## src/rtl/fetch_pkg.sv

```systemverilog
// rtl/fetch_pkg.sv - shared widths and buffer entry type for the fetch stage
package fetch_pkg;
    localparam int ADDR_W  = 9;
    localparam int INSTR_W = 16;
    localparam int DEPTH   = 2;
    localparam int ENTRY_W = ADDR_W + INSTR_W;
    localparam int CNT_W   = $clog2(DEPTH + 1);

    typedef struct packed {
        logic [ADDR_W-1:0]  addr;
        logic [INSTR_W-1:0] instr;
    } fetch_entry_t;
endpackage

```

## src/rtl/fetch_fifo.sv

```systemverilog
// rtl/fetch_fifo.sv - small synchronous FIFO with flush and same-cycle push/pop
module fetch_fifo #(
    parameter int WIDTH = 25,
    parameter int DEPTH = 2,
    parameter int CNT_W = $clog2(DEPTH + 1)
) (
    input  logic             clk,
    input  logic             rst,
    input  logic             push,
    input  logic [WIDTH-1:0] push_data,
    input  logic             pop,
    input  logic             flush,
    output logic [WIDTH-1:0] head,
    output logic [CNT_W-1:0] count
);
    localparam int PTR_W = (DEPTH > 1) ? $clog2(DEPTH) : 1;

    logic [WIDTH-1:0] mem [DEPTH];
    logic [PTR_W-1:0] wr_ptr;
    logic [PTR_W-1:0] rd_ptr;

    function automatic logic [PTR_W-1:0] next_ptr(input logic [PTR_W-1:0] p);
        return (p == PTR_W'(DEPTH - 1)) ? '0 : p + 1'b1;
    endfunction

    // Storage is cleared on reset so the head reads as zero out of reset.
    always_ff @(posedge clk or posedge rst) begin
        if (rst) begin
            wr_ptr <= '0;
            rd_ptr <= '0;
            count  <= '0;
            for (int i = 0; i < DEPTH; i++) begin
                mem[i] <= '0;
            end
        end else if (flush) begin
            wr_ptr <= '0;
            rd_ptr <= '0;
            count  <= '0;
        end else begin
            if (push) begin
                mem[wr_ptr] <= push_data;
                wr_ptr      <= next_ptr(wr_ptr);
            end
            if (pop) begin
                rd_ptr <= next_ptr(rd_ptr);
            end
            count <= count + CNT_W'(push) - CNT_W'(pop);
        end
    end

    assign head = mem[rd_ptr];
endmodule

```

## src/rtl/instr_fetch.sv

```systemverilog
// rtl/instr_fetch.sv - fetch stage: issues PC to instruction memory, buffers words for decode
module instr_fetch
    import fetch_pkg::*;
(
    input  logic               clk,
    input  logic               rst,
    input  logic [ADDR_W-1:0]  pc_addr,
    output logic               pc_en,
    output logic               pc_branch_en,
    output logic [ADDR_W-1:0]  pc_next_addr,
    output logic               imem_req,
    output logic [ADDR_W-1:0]  imem_addr,
    input  logic [INSTR_W-1:0] imem_rdata,
    input  logic               branch_req,
    input  logic [ADDR_W-1:0]  branch_target,
    output logic               instr_valid,
    input  logic               instr_ready,
    output logic [INSTR_W-1:0] instr_data,
    output logic [ADDR_W-1:0]  instr_addr
);
    localparam int OCC_W = CNT_W + 1;

    logic [CNT_W-1:0]  count;
    logic [OCC_W-1:0]  occupancy;
    logic              inflight;
    logic              inflight_kill;
    logic [ADDR_W-1:0] inflight_addr;
    logic              branch;
    logic              issue;
    logic              pop;
    logic              push;
    fetch_entry_t      head;
    fetch_entry_t      push_entry;

    // Outputs stay quiet while reset is held, even though rst is asynchronous.
    always_comb begin
        branch       = branch_req & ~rst;
        instr_valid  = (count != '0) & ~branch;
        pop          = instr_valid & instr_ready;
        occupancy    = OCC_W'(count) + OCC_W'(inflight) - OCC_W'(pop);
        issue        = ~rst & ~branch_req & (occupancy < OCC_W'(DEPTH));
        push         = inflight & ~inflight_kill & ~branch;
        imem_req     = issue;
        imem_addr    = pc_addr;
        pc_en        = issue | branch;
        pc_branch_en = branch;
        pc_next_addr = branch ? branch_target : '0;
        push_entry   = '{addr: inflight_addr, instr: imem_rdata};
        instr_data   = head.instr;
        instr_addr   = head.addr;
    end

    // No issue happens on a branch cycle, so the kill flag is only a guard
    // against a response surfacing in the cycle right after a redirect.
    always_ff @(posedge clk or posedge rst) begin
        if (rst) begin
            inflight      <= 1'b0;
            inflight_kill <= 1'b0;
            inflight_addr <= '0;
        end else begin
            inflight      <= issue;
            inflight_kill <= branch;
            if (issue) begin
                inflight_addr <= pc_addr;
            end
        end
    end

    fetch_fifo #(
        .WIDTH (ENTRY_W),
        .DEPTH (DEPTH),
        .CNT_W (CNT_W)
    ) u_fifo (
        .clk       (clk),
        .rst       (rst),
        .push      (push),
        .push_data (push_entry),
        .pop       (pop),
        .flush     (branch),
        .head      (head),
        .count     (count)
    );
endmodule

```

## config.mk

```make
export PLATFORM = sky130hd
export DESIGN_NAME = instr_fetch
export DESIGN_NICKNAME = d
export VERILOG_FILES = /design/src/rtl/fetch_pkg.sv /design/src/rtl/fetch_fifo.sv /design/src/rtl/instr_fetch.sv
export SDC_FILE = /design/constraint.sdc
export NUM_CORES = 1
export LEC_CHECK = 0
export CAP_MARGIN = 40
export CORE_MARGIN = 3
export CORE_UTILIZATION = 45
export DETAILED_ROUTE_END_ITERATION = 8
export PLACE_DENSITY = 0.88
export SLEW_MARGIN = 20
export SYNTH_ARGS = -nofsm -noshare
export SYNTH_HDL_FRONTEND = slang
export SYNTH_SLANG_ARGS = --single-unit
```

## constraint.sdc

```tcl
create_clock -name clk -period 4.3 [get_ports clk]
set_input_delay 0.645 -clock clk [delete_from_list [all_inputs] [get_ports clk]]
set_output_delay 0.645 -clock clk [all_outputs]
set_load 0.01 [all_outputs]
```

Word level (Yosys, flattened, before mapping)

Index checks and enable logic that the tools add are counted.

Word-level logic and storage cells: 51
Output and inout port bits: 47
Bits in registers: 65

Magnitude comparators: 4
Bitwise gates (word level): 14
Reduce and logical (&&, ||, !) cells: 5
Muxes and demuxes: 14
Add/sub/neg operators: 6

Operator list:

| cell                                                                 | count |
|---|---|
| 25-bit 2-to-1 mux                                                    | 4 |
| 50-bit bitwise mux                                                   | 1 |
| 25-bit demux with 1-bit select                                       | 1 |
| 9-bit 2-to-1 mux                                                     | 1 |
| 1-bit bitwise AND                                                    | 7 |
| 1-bit 2-to-1 mux                                                     | 6 |
| 2-bit nonzero test                                                   | 3 |
| 2-bit greater-or-equal comparator, second input constant             | 2 |
| 1-bit NOT                                                            | 4 |
| 1-bit NOT with 2-bit output                                          | 2 |
| 2-bit by 1-bit adder with 3-bit output                               | 1 |
| 3-bit by 2-bit < comparator with 1-bit output, second input constant | 1 |
| 3-bit by 1-bit subtractor with 3-bit output                          | 1 |
| 1-bit adder, second input constant                                   | 2 |
| 2-bit by 1-bit adder with 2-bit output                               | 1 |
| 2-bit by 1-bit < comparator with 1-bit output, second input constant | 1 |
| 2-bit 2-to-1 mux                                                     | 1 |
| 2-bit AND reduction                                                  | 1 |
| 2-bit by 1-bit subtractor with 2-bit output                          | 1 |
| 1-bit logical AND                                                    | 1 |
| 1-bit bitwise OR                                                     | 1 |

Depth between registers and ports, before layout

Depth in word-level cells: 9
Mapped depth: 12
Mapped depth without buffers: 10

Cells and area by module

From an unflattened synthesis, not the netlist that was laid out.

Cell total of the unflattened synthesis: 206
Area total of the unflattened synthesis: 3,034.2 um2

By module, submodules not included:

| module      | seq. area each (um2) | cells an instance | instances | area each (um2) |
|---|---|---|---|---|
| fetch_fifo  | 1,351.3              | 150               | 1         | 2,387.3 |
| instr_fetch | 275.3                | 56                | 1         | 646.9 |

Worst setup path after synthesis

No wires, ideal clock.

Kind: input to output
Start point: in rst
End point: out pc_en
Stages: 12
Path slack: 1,074 ps
Buffers on the path: 2
Arrival: 2,581 ps
Required time: 3,655 ps
Cells stage by stage: nand2b_4 inv_4 clkbuf_1 nor2_1 ha_1 inv_1 nand2_1 fa_1 xnor2_1 nand3_1 buf_2 nand2_1

Word-level cells in the longest chain between the ends: 9

Ends and longest elaborated chain:

| item                                          | RTL line          | text |
|---|---|---|
| start, declared                               | instr_fetch.sv:6  | `input logic rst,` |
| 1-bit NOT (*)                                 | instr_fetch.sv:37 | `branch = branch_req & ~rst;` |
| 1-bit bitwise AND (*)                         | instr_fetch.sv:37 |  |
| via pc_branch_en                              | instr_fetch.sv:9  | `output logic pc_branch_en,` |
| 1-bit NOT (no source line)                    | --                |  |
| 1-bit bitwise AND                             | instr_fetch.sv:38 | `instr_valid = (count != '0) & ~branch;` |
| 1-bit bitwise AND                             | instr_fetch.sv:39 | `pop = instr_valid & instr_ready;` |
| 3-bit by 1-bit subtractor with 3-bit output   | instr_fetch.sv:40 | `occupancy = OCC_W'(count) + OCC_W'(inflight) - OCC_W'(pop);` |
| 3-bit by 2-bit < comparator with 1-bit output | instr_fetch.sv:41 | `issue = ~rst & ~branch_req & (occupancy < OCC_W'(DEPTH));` |
| 1-bit bitwise AND                             | instr_fetch.sv:41 |  |
| 1-bit bitwise OR (*)                          | instr_fetch.sv:45 | `pc_en = issue \| branch;` |
| end, declared                                 | instr_fetch.sv:8  | `output logic pc_en,` |

The timed path passes the listed nets; every way through them passes the cells marked *.

Final worst setup path

Start point: in rst
End point: out imem_req

Word-level cells in the longest chain between the ends: 8

Ends and longest elaborated chain:

| item                                          | RTL line                             | text |
|---|---|---|
| 1-bit NOT (*)                                 | instr_fetch.sv:37, instr_fetch.sv:41 |  |
| 1-bit bitwise AND                             | instr_fetch.sv:37                    |  |
| 1-bit NOT (no source line)                    | --                                   |  |
| 1-bit bitwise AND                             | instr_fetch.sv:38                    |  |
| 1-bit bitwise AND                             | instr_fetch.sv:39                    |  |
| 3-bit by 1-bit subtractor with 3-bit output   | instr_fetch.sv:40                    |  |
| 3-bit by 2-bit < comparator with 1-bit output | instr_fetch.sv:41                    |  |
| 1-bit bitwise AND (*)                         | instr_fetch.sv:41                    |  |
| end, declared                                 | instr_fetch.sv:11                    | `output logic imem_req,` |

Mark *: on every way between the ends. The rest lies on a longest branch, timed or not.

==> key figures <==
Synth
  • Number of warning messages in the yosys log: 0
  • Avg Synthesized Cell Area: 14.8 um^2
  • Synthesized instance count: between 200 and 250
  • Sequential fraction of the synthesis area: 53.0%
  • Post-synthesis cell area: 3070 um^2
  • Synthesized net count: 250
  • Top area cells in the synthesized netlist: sky130_fd_sc_hd__dfrtp_1, sky130_fd_sc_hd__mux2_2, sky130_fd_sc_hd__mux2_4
  • Post-synth top area cell: sky130_fd_sc_hd__dfrtp_1
  • Share of the synthesized area in the top cell type: a little over half
  • Number of distinct standard cells referenced by the synthesized netlist: 24
  • Synth Register Bits: 65

STA
  • Achievable clock frequency: 260 MHz
  • Final count of hold timing violations: 0
  • Setup repair after global routing missed its margin: no
  • Layout Skew: roughly 5.8 ps
  • Pins over their slew limit: 0
  • Setup-failing EPs final: 0
  • Final setup TNS: 0 ps
  • Final worst-path cycle share: 89.4%
  • Normalized max-slew margin: approximately 52%
  • Final worst path period need: approximately 3800 ps
  • Transition time at the pin with the least slew margin: ~720 ps

Job
  • Number of violations of the max-capacitance limit: 0

Clocking
  • CTS Root Cell: sky130_fd_sc_hd__clkbuf_8
  • CTS clk-pin slew, worst paths: 70 ps
  • CTS tree: yes
  • TritonCTS Buffers: 9
  • Total of cells resized after clock tree synthesis: 0
  • Longest Clk Path Bufs: 2
  • Number of buffers inserted by hold repair at cts: 0
  • CTS Sinks: 65
  • CTS H-tree lvls: 3
  • Worst-skew pair later-pin latency: roughly 330 ps
  • Post CTS Setup Buffer Count: 0

Critical path
  • WP buf/inv: 5
  • Reg2Reg Capture Point: inflight_addr[8]$_DFFE_PP0P_
  • WP data required: 3650 ps
  • Path depth of the worst reg2reg path: 10
  • Crit path max fanout: 18
  • CP startpoint kind: input pin
  • Critical Path, Cell by Cell: clkdlybuf4s50_1 -> nand2b_4 -> inv_4 -> nor2_1 -> ha_1 -> inv_1 -> nand2_1 -> fa_1 -> xnor2_1 -> nand3_1 -> inv_1 -> clkdlybuf4s50_1
  • Kind of critical path: in -> out
  • Slowest Stage Delay on Critical Path: 530 ps
  • Beginning of the worst register-to-register path: u_fifo.count[1]$_DFF_PP0_
  • Crit path max-delay family: buffers and inverters
  • Arrival time at the worst endpoint: roughly 3200 ps
  • Worst reg2reg setup slack: 1790 ps
  • Kind of end point of the critical path: output pin
  • Slowest stage cell on the critical path: sky130_fd_sc_hd__clkdlybuf4s50_1

Placed design
  • Final Wtd Congestion: 0.826
  • IO Port Bufs: 84
  • Placed wire-length estimate: 4.13 mm
  • Area after detailed placement: 3920 um^2

Drt
  • Detailed-route vias per instance: 4.99
  • Drt first pass iters: 4
  • Final routed wirelength across all metal layers: a little under 6 mm
  • Via total after detailed routing: 1,847
  • Number of DRC violations after detailed routing: 0
  • Count of antenna-violating nets left after detailed routing: 0
  • Starting DRT DRC Count: between 40 and 50
  • Wire length per cell: 15.8 um

Floorplanning
  • Effective utilization at floorplan: 47.3%
  • Standard-cell rows: 29
  • Io pins: 85
  • Die Area: 7850 um^2
  • Chip Height: a little under 90 um
  • Area of the core: 6490 um^2
  • Width of the chip: 88.6 um

Power
  • Internal power summed over all cells: 1.99 mW
  • Pwr dens: 674 nW/um^2
  • Leakage: 1.84 nW
  • IR Drop Worst-Case VDD: 0.000391 V
  • Flop pwr share: about two fifths
  • Psw: 0.783 mW
  • Overall power after layout: around 2.8 mW
  • Clk pwr share: a little under a fifth
  • Switching share of total power: between 20% and 30%
  • Combinational share of power: about 42%

Worst hold path
  • Hold/Removal Path Class: reg -> reg
  • Hold-critical path endpoint: u_fifo.mem[13]$_DFFE_PP0P_
  • Hold depth: 1
  • Hold Crit Start: u_fifo.mem[13]$_DFFE_PP0P_

Layout
  • Area of all placed cells without fillers: 4110 um^2
  • Area added between synthesis and finish: 34.0%
  • Count of fill cells added during filler insertion: 493
  • Final layout net count: 331
  • Antenna diodes: 0
  • Layout cell share with drive strength beyond 1: 36.9%
  • Utilization after layout: 63.3%

GRT
  • Overall overflow remaining after global route: 0
  • Largest net degree at the start of global routing: 34
  • Number of antenna violations at the first check in global routing: 0
  • Total routing usage reported by global routing: ~16%
  • Vias in the first global route: between 1,500 and 2,000
  • Wire length of the first global-routing pass: 9.44 mm

Status
  • Outcome: finished clean
-- sequential cells by signal, summed over array words and instances (netlist names) --
signal / cells
inflight_kill: 1
u_fifo.wr_ptr: 1
u_fifo.mem: 50
inflight_addr: 9
u_fifo.count: 2
u_fifo.rd_ptr: 1
inflight: 1
-- power groups by stage --
| stage | logic (mW) | registers, mW | clock network, mW |
|---|---|---|---|
| final | 1.17 | 1.09 | 0.506 |
| after global routing | 1.27 | 1.13 | 0.554 |
| after CTS | 1.20 | 1.09 | 0.523 |
| after detailed placement | 1.19 | 1.10 | 0 |
| after global placement | 1.17 | 1.08 | 0 |
| after floorplan | 0.777 | 1.00 | 0 |
-- synth_stat cells --
cell / instances
sky130_fd_sc_hd__dfrtp_1: 65
sky130_fd_sc_hd__mux2_2: 64
sky130_fd_sc_hd__mux2_4: 20
sky130_fd_sc_hd__and2_1: 10
sky130_fd_sc_hd__buf_4: 9
sky130_fd_sc_hd__inv_1: 6
sky130_fd_sc_hd__nor2_1: 6
sky130_fd_sc_hd__buf_2: 5
sky130_fd_sc_hd__ha_1: 3
sky130_fd_sc_hd__xnor2_1: 3
sky130_fd_sc_hd__buf_12: 2
sky130_fd_sc_hd__clkbuf_1: 2
sky130_fd_sc_hd__nand2_1: 2
sky130_fd_sc_hd__a21oi_1: 1
sky130_fd_sc_hd__and2b_1: 1
sky130_fd_sc_hd__fa_1: 1
sky130_fd_sc_hd__inv_4: 1
sky130_fd_sc_hd__nand2b_1: 1
sky130_fd_sc_hd__nand2b_4: 1
sky130_fd_sc_hd__nand3_1: 1
sky130_fd_sc_hd__nand3_2: 1
sky130_fd_sc_hd__nor3_4: 1
sky130_fd_sc_hd__o21ai_0: 1
sky130_fd_sc_hd__xor2_1: 1
-- per-stage QoR --
step,instances,worst slack (ps),hold slack (ps)
finish,370,456,501
detailed placement,355,438,487
floorplan,208,1070,474
global placement,354,511,481
CTS,370,425,504
global route,370,265,514
-- worst register-to-register path: stages, from the launching register on --
cell	delay, ps
sky130_fd_sc_hd__dfrtp_1	440
sky130_fd_sc_hd__o21ai_0	290
sky130_fd_sc_hd__nor2_1	70
sky130_fd_sc_hd__ha_1	270
sky130_fd_sc_hd__inv_1	70
sky130_fd_sc_hd__nand2_1	70
sky130_fd_sc_hd__fa_1	370
sky130_fd_sc_hd__xnor2_1	130
sky130_fd_sc_hd__nand3_1	130
sky130_fd_sc_hd__buf_4	210
sky130_fd_sc_hd__mux2_2	350
-- metal layers --
| metal | wire length, um | track usage (%) |
|---|---|---|
| met1 | 2530 | 19.9 |
| met2 | 2960 | 26.4 |
| met3 | 273 | 3.82 |
| met4 | 71 | 6.46 |
| met5 | 0 | 0 |
-- layout by cell type, fill, tap and decap left out, drive strengths merged, types with 2 or more instances in the layout --
master          n
and2           10
buf             4
clkbuf         12
clkdlybuf4s50  84
clkinv          2
dfrtp          65
ha              3
inv             7
mux2           84
nand2           2
nand2b          2
nand3           2
nor2            6
xnor2           3
-- cell families after synthesis --
group	synth area share (%)
flops	53.0
buf+inv	5.50
compound gates	0.326
simple gates	4.93
xor+xnor	1.14
fa+ha+maj	1.87
mux	33.3
-- how the worst max path moves through the flow --
| stage | end | startpoint | slack [ps] | cells after the start |
|---|---|---|---|---|
| global route | imem_req | rst | 260 | 12 |
| detailed placement | imem_req | rst | 440 | 12 |
| floorplan | pc_en | rst | 1070 | 12 |
| CTS | imem_req | rst | 420 | 12 |
| global placement | imem_req | rst | 510 | 12 |
| finish | imem_req | rst | 460 | 12 |
-- area by class of cell --
cell class                      count  area [um^2]  share of cell area, %
Clock buffer                       12          155                   3.77
Clock inverter                      3         40.0                  0.973
Timing Repair Buffer               88          891                   21.7
Multi-Input combinational cell    118         1270                   31.0
Inverter                            7         28.8                  0.700
Tap cell                           77         96.3                   2.34
Sequential cell                    65         1630                   39.6
Power figures use the tool's default switching activity.
